## src/rtl/full_sub.sv

```systemverilog
// Registered WIDTH-bit ripple-borrow subtractor: {barrow,diff} = a - b - cin.
// One-cycle latency; no backpressure, a new operand set is accepted every cycle.
module full_sub #(
    parameter int WIDTH = 1
) (
    input  logic             clk,
    input  logic             rst_n,
    input  logic [WIDTH-1:0] a,
    input  logic [WIDTH-1:0] b,
    input  logic             cin,
    input  logic             in_valid,
    output logic [WIDTH-1:0] diff,
    output logic             barrow,
    output logic             out_valid
);

    logic [WIDTH:0]   bchain;
    logic [WIDTH-1:0] diff_c;

    assign bchain[0] = cin;

    // Each bit is one full-subtractor cell; borrow ripples from LSB to MSB.
    for (genvar i = 0; i < WIDTH; i++) begin : g_cell
        assign diff_c[i]   = a[i] ^ b[i] ^ bchain[i];
        assign bchain[i+1] = (~a[i] & b[i]) | (~a[i] & bchain[i]) | (b[i] & bchain[i]);
    end

    always_ff @(posedge clk or negedge rst_n) begin
        if (!rst_n) begin
            diff      <= '0;
            barrow    <= 1'b0;
            out_valid <= 1'b0;
        end else begin
            out_valid <= in_valid;
            if (in_valid) begin
                diff   <= diff_c;
                barrow <= bchain[WIDTH];
            end
        end
    end

endmodule

```

## config.mk

```make
export PLATFORM = sky130hd
export DESIGN_NAME = full_sub
export DESIGN_NICKNAME = d
export VERILOG_FILES = /design/src/rtl/full_sub.sv
export SDC_FILE = /design/constraint.sdc
export NUM_CORES = 1
export LEC_CHECK = 0
export CAP_MARGIN = 40
export CORE_AREA = 3 3 40 42
export DETAILED_ROUTE_END_ITERATION = 16
export DIE_AREA = 0 0 43 45
export DONT_BUFFER_PORTS = 1
export HOLD_SLACK_MARGIN = 0.03
export PLACE_DENSITY_LB_ADDON = 0.05
export SYNTH_ARGS = -nofsm -noshare
export SYNTH_HDL_FRONTEND = slang
export SYNTH_SLANG_ARGS = --single-unit
```

## constraint.sdc

```tcl
create_clock -name clk -period 0.8 [get_ports clk]
set_input_delay 0.16 -clock clk [delete_from_list [all_inputs] [get_ports clk]]
set_output_delay 0.16 -clock clk [all_outputs]
set_load 0.02 [all_outputs]
```

* Yosys cells after proc, flatten, opt, wreduce, memory -nomap -nowiden *
Index checks and enable logic that the tools add are counted.
Widths: inputs -> output; s select.

operators by class
  bitwise operators = 8

operators by type and width
  operator     count
  $and 1x1->1  3
  $or 1x1->1   2
  $xor 1x1->1  2
  $not 1->1    1

storage, ports and cells
  bits in registers = 3

* Depth between registers and ports, before layout *
  depth in word-level cells = 4
  mapped depth = 3
  mapped depth without buffers = 3

* Worst setup path before layout *
No wires, ideal clock.

  path type = input-to-reg
  start point = input a
  end point = register barrow
  setup time = 0.125 ns
  arrival time = 0.843 ns
  required time = 0.675 ns
  slack = -0.168 ns
  cell stages on the path = 3
  path buffers = 0
  path through = inv_1 -> fa_1 -> mux2_4

on the way
  cells in the longest elaborated chain, start to end = 4
  elaborated cells between the ends (all ways) = 5
  classes of those cells = bitwise (5)

RTL lines
  what                       line  RTL
  start, declared            8     input logic [WIDTH-1:0] a,
  $not 1->1 *                25    assign bchain[i+1] = (~a[i] & b[i]) | (~a[i] & bchain[i]) | (b[i] & bchain[i]);
  $and 1x1->1                25
  $or 1x1->1 * (2 in a row)  25
  net bchain[1]              17    logic [WIDTH:0] bchain;
  end signal, assigned       37    barrow <= bchain[WIDTH];
  end, declared              13    output logic barrow,

The timed path passes the listed nets; every way through them passes the cells marked *.
A chain may end at the register's enable or synchronous reset.

* Worst setup path after layout *
  start point = register barrow
  end point = output barrow

No word-level cell between the ends.

==> results.sh <==
export IMPL_dieWidth_um=43
export IMPL_syn2layout_area_growth_pct=88.77
export IMPL_cap_violations=0
export IMPL_regToRegSetupSlack_ns=-0.09
export IMPL_drive_gt1_frac=0.6111
export IMPL_status="finished with violations"
export IMPL_grt_pass1_vias=133
export IMPL_dr_pass1_iters=1
export IMPL_ys_ff_latch=3
export IMPL_netlist_area_sq_um=122.6
export IMPL_drt_wl_total_um=352
export IMPL_start_util=0.09542
export IMPL_power_switching_uw=130.1
export IMPL_cp_top_family="flip-flops"
export IMPL_use_met1=0.02927
export IMPL_diodes=0
export IMPL_fillers=152
export IMPL_place_congestion=0.6484
export IMPL_final_common_cell="clkbuf_4"
export IMPL_synth_nets=15
export IMPL_gr_total_overflow=0
export IMPL_max_freq_ghz=1.105
export IMPL_die_h_um=45
export IMPL_cpPeakStageDelay_ns=0.38
export IMPL_setup_viol=4
export IMPL_numPortBuffers=0
export IMPL_min_period_ns=0.9052
export IMPL_cts_inserted_buffers=3
export IMPL_num_vias=103
export IMPL_crit_type="reg -> out"
export IMPL_rsz0062_at_grt="true"
export IMPL_io_pins=9
export IMPL_synth_xor_area_share=0
export IMPL_utilization=0.1801
export IMPL_rows=13
export IMPL_irDropWorstVdd_mv=0.2991
export IMPL_power_frac_seq=0.332
export IMPL_seq_area_frac_synth=0.6122
export IMPL_fin_area_sq_um=231.5
export IMPL_final_setup_tns_ns=-0.3171
export IMPL_synthSimpleGateAreaFrac=0.03061
export IMPL_cellPowerDensity_nw_per_um2=2397
export IMPL_power_share_switching=0.2345
export IMPL_p_total_uw=554.8
export IMPL_start_kind="register"
export IMPL_synth_cells=8
export IMPL_fin_cells=33
export IMPL_ys_warn_count=0
export IMPL_period_share=1.132
export IMPL_worstSetupEndpoint="barrow"
export IMPL_worst_r2r_cell_count=2
export IMPL_clk_latency_ns=0.23
export IMPL_startpoint="barrow$_DFFE_PN0P_"
export IMPL_power_leakage_nw=0.1015
export IMPL_finalHoldViolations=0
export IMPL_finClkSkew_ns=0
export IMPL_clkPwrFrac=0.468
export IMPL_die_area_sq_um=1935
export IMPL_synth_cell_types=6
export IMPL_cts_clk_slew_worst_paths_ns=0.04
export IMPL_antenna_found_initial=0
export IMPL_clock_root_buffer="clkbuf_4"
export IMPL_worstMarginPinSlew_ns=0.1575
export IMPL_met2_usage=0.05090
export IMPL_nets=26
export IMPL_cts_tree="built"
export IMPL_dp_cells=25
export IMPL_synth_fa_ha_area_frac=0.1633
export IMPL_worstSetupPathDepth=1
export IMPL_cts_htree_levels=1
export IMPL_pre_cts_ws_ns=-0.1013
export IMPL_violations="negative setup slack"
export IMPL_clockBufferDepth=2
export IMPL_end_kind="output port"
export IMPL_slew_headroom=0.8946
export IMPL_syn_area_per_cell_sq_um=15.33
export IMPL_grt_max_degree=4
export IMPL_crit_buf_inv=1
export IMPL_synth_top_family_by_area="adder cells"
export IMPL_whs_ns=0.08771
export IMPL_holdCritStartpoint="in_valid"
export IMPL_cts_sinks=3
export IMPL_grt_busiest_layer="met4"
export IMPL_critPathSlowestCell="dfrtp_1"
export IMPL_layout_setup_ws_ns=-0.1052
export IMPL_p_int_uw=424.7
export IMPL_grt_usage=0.04682
export IMPL_grt_pass1_wl_um=510
export IMPL_antenna_left=0
export IMPL_final_cell_mix="clkbuf_4, dfrtp_1, dlygate4sd3_1, buf_6, buf_4"
export IMPL_routedWlPerCell_um=10.67
export IMPL_crit_fanout=2
export IMPL_synth_compound_area_frac=0.04082
export IMPL_p_comb_frac=0.201
export IMPL_synth_area_mux_share=0.1224
export IMPL_path_cells="buf_6"
export IMPL_r2r_start="barrow$_DFFE_PN0P_"
export IMPL_required_ns=0.64
export IMPL_core_sq_um=1285
export IMPL_r2r_end="barrow$_DFFE_PN0P_"
export IMPL_placed_cell_area_sq_um=158.9
export IMPL_gr_usage_met3=0.05976
export IMPL_hold_path_class="in -> reg"
export IMPL_slew_violations=0
export IMPL_drt_vias_per_instance=3.121
export IMPL_cp_arrival_ns=0.75
export IMPL_drt_iter0_markers=0
export IMPL_drc_errors=0
[area by class of cell]
class                           instances  area (sq um)  share of cell area
Clock buffer                            4         26.28              0.1135
Sequential cell                         3         76.32              0.3297
Multi-Input combinational cell          4         48.80              0.2108
Inverter                                1         3.754             0.01622
Tap cell                               15         18.77             0.08108
Timing Repair Buffer                    6         57.56              0.2486
[power groups by stage]
stage                     logic (mW)  registers (mW)  clock network [mW]
final                          0.111           0.184               0.259
after global routing           0.117           0.186               0.278
after CTS                      0.111           0.184               0.280
after detailed placement      0.0676           0.185                   0
after global placement        0.0678           0.183                   0
after floorplan               0.0227           0.200                   0
[worst min-delay path by stage]
stage                              end  slack (ns)  depth (start not counted)
global route        barrow$_DFFE_PN0P_        0.08                          1
global placement      diff$_DFFE_PN0P_       -0.14                          0
detailed placement    diff$_DFFE_PN0P_       -0.14                          0
finish                diff$_DFFE_PN0P_        0.09                          2
CTS                 barrow$_DFFE_PN0P_        0.08                          1
floorplan           barrow$_DFFE_PN0P_       -0.14                          0
[Yosys cell counts]
cell type / n / area (sq um)
dfrtp_1: 3 / 75.07
a21oi_1: 1 / 5.000
fa_1: 1 / 20.02
inv_1: 1 / 3.750
mux2_4: 1 / 15.01
nor2_1: 1 / 3.750
[cells by family after synthesis]
logic type	count (synthesis)
AO/OA/AOI/OAI	1
flip-flops	3
buffers and inverters	1
AND/OR/NAND/NOR	1
multiplexers	1
adder cells (fa/ha/maj)	1
[state kept, by name, indices dropped and copies added (netlist names)]
signal	cells
barrow	1
diff	1
out_valid	1
[worst reg2reg max path, delay by kind of cell, from the launching register on]
kind / cells / cell delay [ns]
buffers and inverters: 1 / 0.14
multiplexers: 1 / 0.25
flip-flops: 1 / 0.38
[what timing repair did]
item / 4_1_cts / 5_1_grt
resized for setup: 3 / 1
endpoints found under the hold margin: 5 / 0
hold buffers: 2 / 0
buffers inserted: 2 / 0
setup endpoints to repair: 3 / 5
[layer usage]
| metal | up-vias | wire, um |
|---|---|---|
| li1 | 44 | - |
| met1 | 51 | 101 |
| met2 | 8 | 168 |
| met3 | 0 | 82 |
| met4 | 0 | 0 |
| met5 | - | 0 |
Power figures use the tool's default switching activity.
